`config.mk`:
```
export PLATFORM = sky130hd
export DESIGN_NAME = l2_mem_axi_bridge
export DESIGN_NICKNAME = d
export VERILOG_FILES = /design/src/rtl/l2_mem_axi_bridge.sv
export SDC_FILE = /design/constraint.sdc
export NUM_CORES = 1
export LEC_CHECK = 0
export CAP_MARGIN = 20
export CORE_AREA = 2 2 297 299
export CTS_CLUSTER_SIZE = 10
export DETAILED_ROUTE_END_ITERATION = 10
export DIE_AREA = 0 0 299 301
export SLEW_MARGIN = 20
export SYNTH_ARGS = -nofsm -noshare
export SYNTH_HDL_FRONTEND = slang
export SYNTH_SLANG_ARGS = --single-unit
```
`constraint.sdc`:
```
create_clock -name clk -period 3.67 [get_ports clk]
set_input_delay 0.734 -clock clk [delete_from_list [all_inputs] [get_ports clk]]
set_output_delay 0.734 -clock clk [all_outputs]
set_load 0.005 [all_outputs]
```
`src/rtl/l2_mem_axi_bridge.sv`:
```
// L2 cache memory-port responder: turns line refills, write-backs and single uncached
// accesses into AXI4 INCR bursts (or single beats) on a 32-bit master, one at a time.
module l2_mem_axi_bridge #(
    parameter int         offset_width = 3,
    parameter logic [3:0] ID_VAL       = 4'd0
) (
    input  logic                          clk,
    input  logic                          rstn,
    input  logic [31:0]                   addr_l2cache_mem_r,
    input  logic [31:0]                   addr_l2cache_mem_w,
    input  logic [(32<<offset_width)-1:0] dout_l2cache_mem,
    output logic [(32<<offset_width)-1:0] din_mem_l2cache,
    input  logic                          l2cache_mem_req_r,
    input  logic                          l2cache_mem_req_w,
    input  logic                          l2cache_mem_rdy,
    input  logic                          l2cache_mem_SUC,
    input  logic [3:0]                    l2cache_mem_wstrb,
    input  logic [1:0]                    l2cache_mem_size,
    output logic                          mem_l2cache_addrOK_r,
    output logic                          mem_l2cache_addrOK_w,
    output logic                          mem_l2cache_dataOK,
    output logic [31:0]                   araddr,
    output logic [7:0]                    arlen,
    output logic [2:0]                    arsize,
    output logic [1:0]                    arburst,
    output logic [3:0]                    arid,
    output logic                          arvalid,
    input  logic                          arready,
    input  logic [31:0]                   rdata,
    input  logic                          rlast,
    input  logic                          rvalid,
    output logic                          rready,
    output logic [31:0]                   awaddr,
    output logic [7:0]                    awlen,
    output logic [2:0]                    awsize,
    output logic [1:0]                    awburst,
    output logic [3:0]                    awid,
    output logic                          awvalid,
    input  logic                          awready,
    output logic [31:0]                   wdata,
    output logic [3:0]                    wstrb,
    output logic                          wlast,
    output logic                          wvalid,
    input  logic                          wready,
    input  logic                          bvalid,
    output logic                          bready
);

    localparam int         BEATS    = 1 << offset_width;
    localparam int         LW       = 32 * BEATS;
    localparam int         CW       = (offset_width > 0) ? offset_width : 1;
    localparam logic [7:0] LINE_LEN = 8'(BEATS - 1);

    typedef enum logic [2:0] {S_IDLE, S_AR, S_R, S_RDONE, S_AW, S_W, S_B} state_t;

    state_t          state_q, state_d;
    logic [CW-1:0]   cnt_q, cnt_d;
    logic [31:0]     addr_q, addr_d;
    logic [LW-1:0]   line_q, line_d;
    logic [LW-1:0]   rbuf_q, rbuf_d;
    logic            suc_q, suc_d;
    logic [3:0]      wstrb_q, wstrb_d;
    logic [1:0]      size_q, size_d;

    logic [7:0]      burstLen;
    logic [2:0]      burstSize;
    logic [CW+4:0]   wordBase;
    logic            lastBeat;

    always_ff @(posedge clk) begin
        if (rstn) begin
            state_q <= S_IDLE;
            cnt_q   <= '0;
            addr_q  <= '0;
            line_q  <= '0;
            rbuf_q  <= '0;
            suc_q   <= 1'b0;
            wstrb_q <= '0;
            size_q  <= '0;
        end else begin
            state_q <= state_d;
            cnt_q   <= cnt_d;
            addr_q  <= addr_d;
            line_q  <= line_d;
            rbuf_q  <= rbuf_d;
            suc_q   <= suc_d;
            wstrb_q <= wstrb_d;
            size_q  <= size_d;
        end
    end

    // Outputs are forced low while reset is held, so a mid-burst reset drops every valid at once
    always_comb begin
        state_d = state_q;
        cnt_d   = cnt_q;
        addr_d  = addr_q;
        line_d  = line_q;
        rbuf_d  = rbuf_q;
        suc_d   = suc_q;
        wstrb_d = wstrb_q;
        size_d  = size_q;

        mem_l2cache_addrOK_r = 1'b0;
        mem_l2cache_addrOK_w = 1'b0;
        mem_l2cache_dataOK   = 1'b0;
        araddr  = '0;
        arlen   = '0;
        arsize  = '0;
        arburst = '0;
        arid    = '0;
        arvalid = 1'b0;
        rready  = 1'b0;
        awaddr  = '0;
        awlen   = '0;
        awsize  = '0;
        awburst = '0;
        awid    = '0;
        awvalid = 1'b0;
        wdata   = '0;
        wstrb   = '0;
        wlast   = 1'b0;
        wvalid  = 1'b0;
        bready  = 1'b0;

        burstLen  = suc_q ? 8'd0 : LINE_LEN;
        burstSize = suc_q ? {1'b0, ((size_q == 2'd3) ? 2'd2 : size_q)} : 3'd2;
        wordBase  = {cnt_q, 5'd0};
        lastBeat  = (8'(cnt_q) == burstLen);
        din_mem_l2cache = rstn ? '0 : rbuf_q;

        if (!rstn) begin
            case (state_q)
                S_IDLE: begin
                    cnt_d = '0;
                    // Write first: a dirty eviction must reach memory before the refill of that line
                    if (l2cache_mem_req_w) begin
                        mem_l2cache_addrOK_w = 1'b1;
                        addr_d  = addr_l2cache_mem_w;
                        line_d  = dout_l2cache_mem;
                        suc_d   = l2cache_mem_SUC;
                        wstrb_d = l2cache_mem_wstrb;
                        size_d  = l2cache_mem_size;
                        state_d = S_AW;
                    end else if (l2cache_mem_req_r) begin
                        mem_l2cache_addrOK_r = 1'b1;
                        addr_d  = addr_l2cache_mem_r;
                        suc_d   = l2cache_mem_SUC;
                        size_d  = l2cache_mem_size;
                        rbuf_d  = '0;
                        state_d = S_AR;
                    end
                end
                S_AR: begin
                    arvalid = 1'b1;
                    araddr  = addr_q;
                    arlen   = burstLen;
                    arsize  = burstSize;
                    arburst = 2'b01;
                    arid    = ID_VAL;
                    if (arready) state_d = S_R;
                end
                S_R: begin
                    rready = 1'b1;
                    if (rvalid) begin
                        rbuf_d[wordBase +: 32] = rdata;
                        if (rlast) begin
                            cnt_d   = '0;
                            state_d = S_RDONE;
                        end else begin
                            cnt_d = cnt_q + 1'b1;
                        end
                    end
                end
                S_RDONE: begin
                    mem_l2cache_dataOK = l2cache_mem_rdy;
                    if (l2cache_mem_rdy) state_d = S_IDLE;
                end
                S_AW: begin
                    awvalid = 1'b1;
                    awaddr  = addr_q;
                    awlen   = burstLen;
                    awsize  = burstSize;
                    awburst = 2'b01;
                    awid    = ID_VAL;
                    if (awready) state_d = S_W;
                end
                S_W: begin
                    wvalid = 1'b1;
                    wdata  = suc_q ? line_q[31:0] : line_q[wordBase +: 32];
                    wstrb  = suc_q ? wstrb_q : 4'hF;
                    wlast  = lastBeat;
                    if (wready) begin
                        if (lastBeat) begin
                            cnt_d   = '0;
                            state_d = S_B;
                        end else begin
                            cnt_d = cnt_q + 1'b1;
                        end
                    end
                end
                S_B: begin
                    bready = 1'b1;
                    if (bvalid) begin
                        mem_l2cache_dataOK = 1'b1;
                        state_d = S_IDLE;
                    end
                end
                default: state_d = S_IDLE;
            endcase
        end
    end

endmodule

```
==> impl_metrics.py <==
metrics = {
    "run_status": {
        "status": "finished clean",
    },
    "routing": {
        "drt-vias-per-instance": 4.81,
        "detail_route.wirelength_microns": 93400,
        "route.vias.total": 22600,
        "first_pass_iteration_count_of_the_detailed_router": 5,
        "drt.antenna.violating_nets": 0,
        "route.detailed.drc": 0,
        "detail_route.wl_per_cell_microns": 19.9,
        "drtIter0Drc": 1556,
    },
    "floorplan": {
        "die_h_microns": 301,
        "floorplan.initialDensity_pct": 27.9,
        "die_outline_area_sq_mm": 0.0900,
        "die_width_microns": 299,
        "pin_count": 769,
        "placementRows": 108,
        "area_of_the_placeable_core_sq_mm": 0.0865,
    },
    "global_routing": {
        "first_global_vias": 21500,
        "globalRouteTotalUtil_pct": 19.9,
        "grt_start_max_net_pins": 225,
        "grt-ovfl-total": 0,
        "grt_pass1_wl_microns": 136000,
        "number_of_antenna_violations_at_the_first_check_in_global_routing": 14,
    },
    "timing": {
        "layout_worst_path_cycle_share_pct": 96.8,
        "rsz0062_at_grt": "false",
        "setup_total_negative_slack_ns": 0,
        "maximum_clock_skew_at_final_layout_ns": 0.0231,
        "hold_slack_ns": 0.451,
        "max_freq_mhz": 281,
        "report.final.setup_viol": 0,
        "period_needed_ns": 3.55,
        "total_count_of_hold_check_failures_in_the_final_report": 0,
        "worst_slew_pin_slew_ns": 1.06,
        "final_max_slew_viol_count": 0,
        "slew_margin_rel_pct": 29.3,
    },
    "clocking": {
        "postCtsSetupBuffers": 5,
        "tritoncts": "built",
        "cts_hold_buffers": 0,
        "clk_path_buf_depth": 3,
        "clock_insertion_delay_worst_skew_ns": 0.60,
        "maximum_level_of_the_cts_h_tree": 3,
        "cts-buffers-inserted": 68,
        "postCtsResizedCells": 0,
        "cts_sinks": 557,
        "clk_transition_reported_paths_ns": 0.05,
        "cts_root_buf": "clkbuf_16",
    },
    "setup_path": {
        "worst_path_largest_cell_delay_ns": 0.57,
        "reg2reg_to": "rbuf_q[169]",
        "critical_path.reg2reg.startpoint": "cnt_q[0]",
        "startpoint_type": "register",
        "crit_arrival_ns": 2.82,
        "reg2regPathDepth": 11,
        "critPathRequiredTime_ns": 2.94,
        "cp_cell_sequence": "buf_4, mux4_2, mux2_2, mux2i_1, nor2_1, clkdlybuf4s50_1",
        "reg2reg_setup_slack_ns": 0.89,
        "standard_cell_with_the_maximum_stage_delay_on_the_critical_path": "dfxtp_4",
        "setup_crit_end_kind": "output pin",
        "biggest_fanout_along_the_worst_timing_path": 16,
        "path_class": "register to output pin",
    },
    "logic_synthesis": {
        "yosys_warnings": 0,
        "synth_area_leaders": "dfxtp_1, nand2_1, o32ai_1, mux4_2, a21oi_1",
        "postSynthAreaPerCell_sq_um": 8.41,
        "synth.lib_cells_used.distinct": 52,
        "synthFlopType": "dfxtp_1",
        "synth_top_cell_area_share_pct": 46.2,
        "yosys_register_bits": 557,
        "synth_area_leader_cell": "dfxtp_1",
        "synth-edff-count": 0,
        "post_synth_instance_area_sq_mm": 0.0241,
        "synth_cells": 2872,
        "synth-seq-area-share_pct": 46.2,
        "synth_async_sr_flop_share_pct": 0,
    },
    "flow_run": {
        "max_cap_violations": 0,
    },
    "hold_path": {
        "timing.hold.worst_endpoint": "line_q[255]",
        "hold_path.class": "register to register",
        "min_delay_path_depth": 2,
        "worstHoldStart": "line_q[255]",
    },
    "power_and_ir_drop": {
        "post-layout-total-power_mw": 18.9,
        "cellPowerDensity_mw_per_mm2": 545,
        "ir_drop_uv": 501,
        "power_leakage_nw": 11.9,
    },
    "final_layout": {
        "area.growth.synth_to_final_pct": 43.7,
        "fin_nets": 3868,
        "design_area_sq_mm": 0.0347,
        "layout-drive-gt1-share_pct": 7.73,
        "final-instance-count-excl-fill": 4684,
    },
    "placed_design": {
        "placed_area_sq_mm": 0.0326,
        "post-place-cells": 4574,
        "buffer_ports.inserted": 746,
        "dpl.hpwl_microns": 65200,
        "routabilityCongestion": 0.846,
    },
}
## worst max-delay path, delay by kind of cell, from the launching register on
kind	cells	cell delay, ns
buf+inv	2	0.71
flops	1	0.57
mux	3	0.84
simple gates	1	0.08
## registers in the layout, indices dropped and copies added (netlist names)
name and cells:
line_q 256, wstrb_q 4, addr_q 32, state_q 3, cnt_q 3, size_q 2, rbuf_q 256, suc_q 1
## power by group
group,internal (mW),switching [mW]
Clock,3.60,2.67
Sequential,6.83,0.505
Combinational,2.10,3.18
Total,12.5,6.36
## Yosys cell counts, drive strengths merged, types with 2 or more instances
master / number
nand2: 562
dfxtp: 557
nor2: 313
a21oi: 274
inv: 236
o32ai: 224
clkbuf: 161
buf: 122
mux2i: 70
o21ai: 66
mux4: 64
nor2b: 36
and2: 35
and3: 34
a211oi: 32
mux2: 32
nand2b: 6
nor3: 5
ha: 4
nand3: 3
nand3b: 3
nand4b: 3
nor3b: 3
and3b: 2
nor4: 2
nor4b: 2
or2: 2
or3: 2
or4b: 2
## per-stage QoR
step / utilization [%] / worst slack (ns)
after global routing: 40.1 / 0.00116
final: 40.1 / 0.117
after floorplan: - / 1.04
after global placement: 37.7 / 0.469
after CTS: 40.1 / 0.0760
after detailed placement: 37.7 / 0.470
## layout make-up
type                       count  area [sq um]
fill                        8824         51800
sequential                   557         11200
multi-input combinational   1816         10900
timing repair buffer         814          8240
clock buffer                  84          1800
tap                         1155          1450
inverter                     237           890
clock inverter                10           179
antenna                       11          27.5
## how the worst max path moves through the flow
stage	start	slack (ns)	end	depth (start not counted)
after floorplan	cnt_q[1]	1.04	rbuf_q[245]	11
after global placement	rstn	0.47	din_mem_l2cache[226]	4
after detailed placement	rstn	0.47	din_mem_l2cache[226]	4
after CTS	cnt_q[1]	0.08	wdata[24]	6
after global routing	cnt_q[0]	0.001	wdata[13]	7
final	cnt_q[1]	0.12	wdata[24]	6
## layer usage
layer	vias to the layer above	routed length (microns)	share of wire, %	track usage (%)
met3	169	7010	7.5	4.70
met5	-	70	0.075	0
met1	10600	39400	42	25.1
met4	10	3580	3.8	8.79
met2	830	43400	46	32.2
li1	10900	-	-	-
## cell families after synthesis
group	Yosys count	synth area share (%)
AOI/OAI and AO/OA	605	16.6
adders and majority gates	4	0.207
buffers and inverters	520	9.11
DFF	557	46.2
muxes	166	10.4
other	1	0.0155
and+or+nand+nor	1019	17.5
## placed cells by master, fill, tap and decap left out, drive strengths merged, types with 35 or more instances in the layout
| master | synthesis | routed |
|---|---|---|
| o32ai | 224 | 224 |
| a21oi | 274 | 274 |
| clkbuf | 161 | 84 |
| dfxtp | 557 | 557 |
| mux4 | 64 | 64 |
| and2 | 35 | 35 |
| clkdlybuf4s50 | 0 | 744 |
| nand2 | 562 | 562 |
| nor2b | 36 | 36 |
| inv | 236 | 240 |
| buf | 122 | 70 |
| o21ai | 66 | 66 |
| nor2 | 313 | 313 |
| mux2i | 70 | 70 |
(Power assumes the default switching activity.)
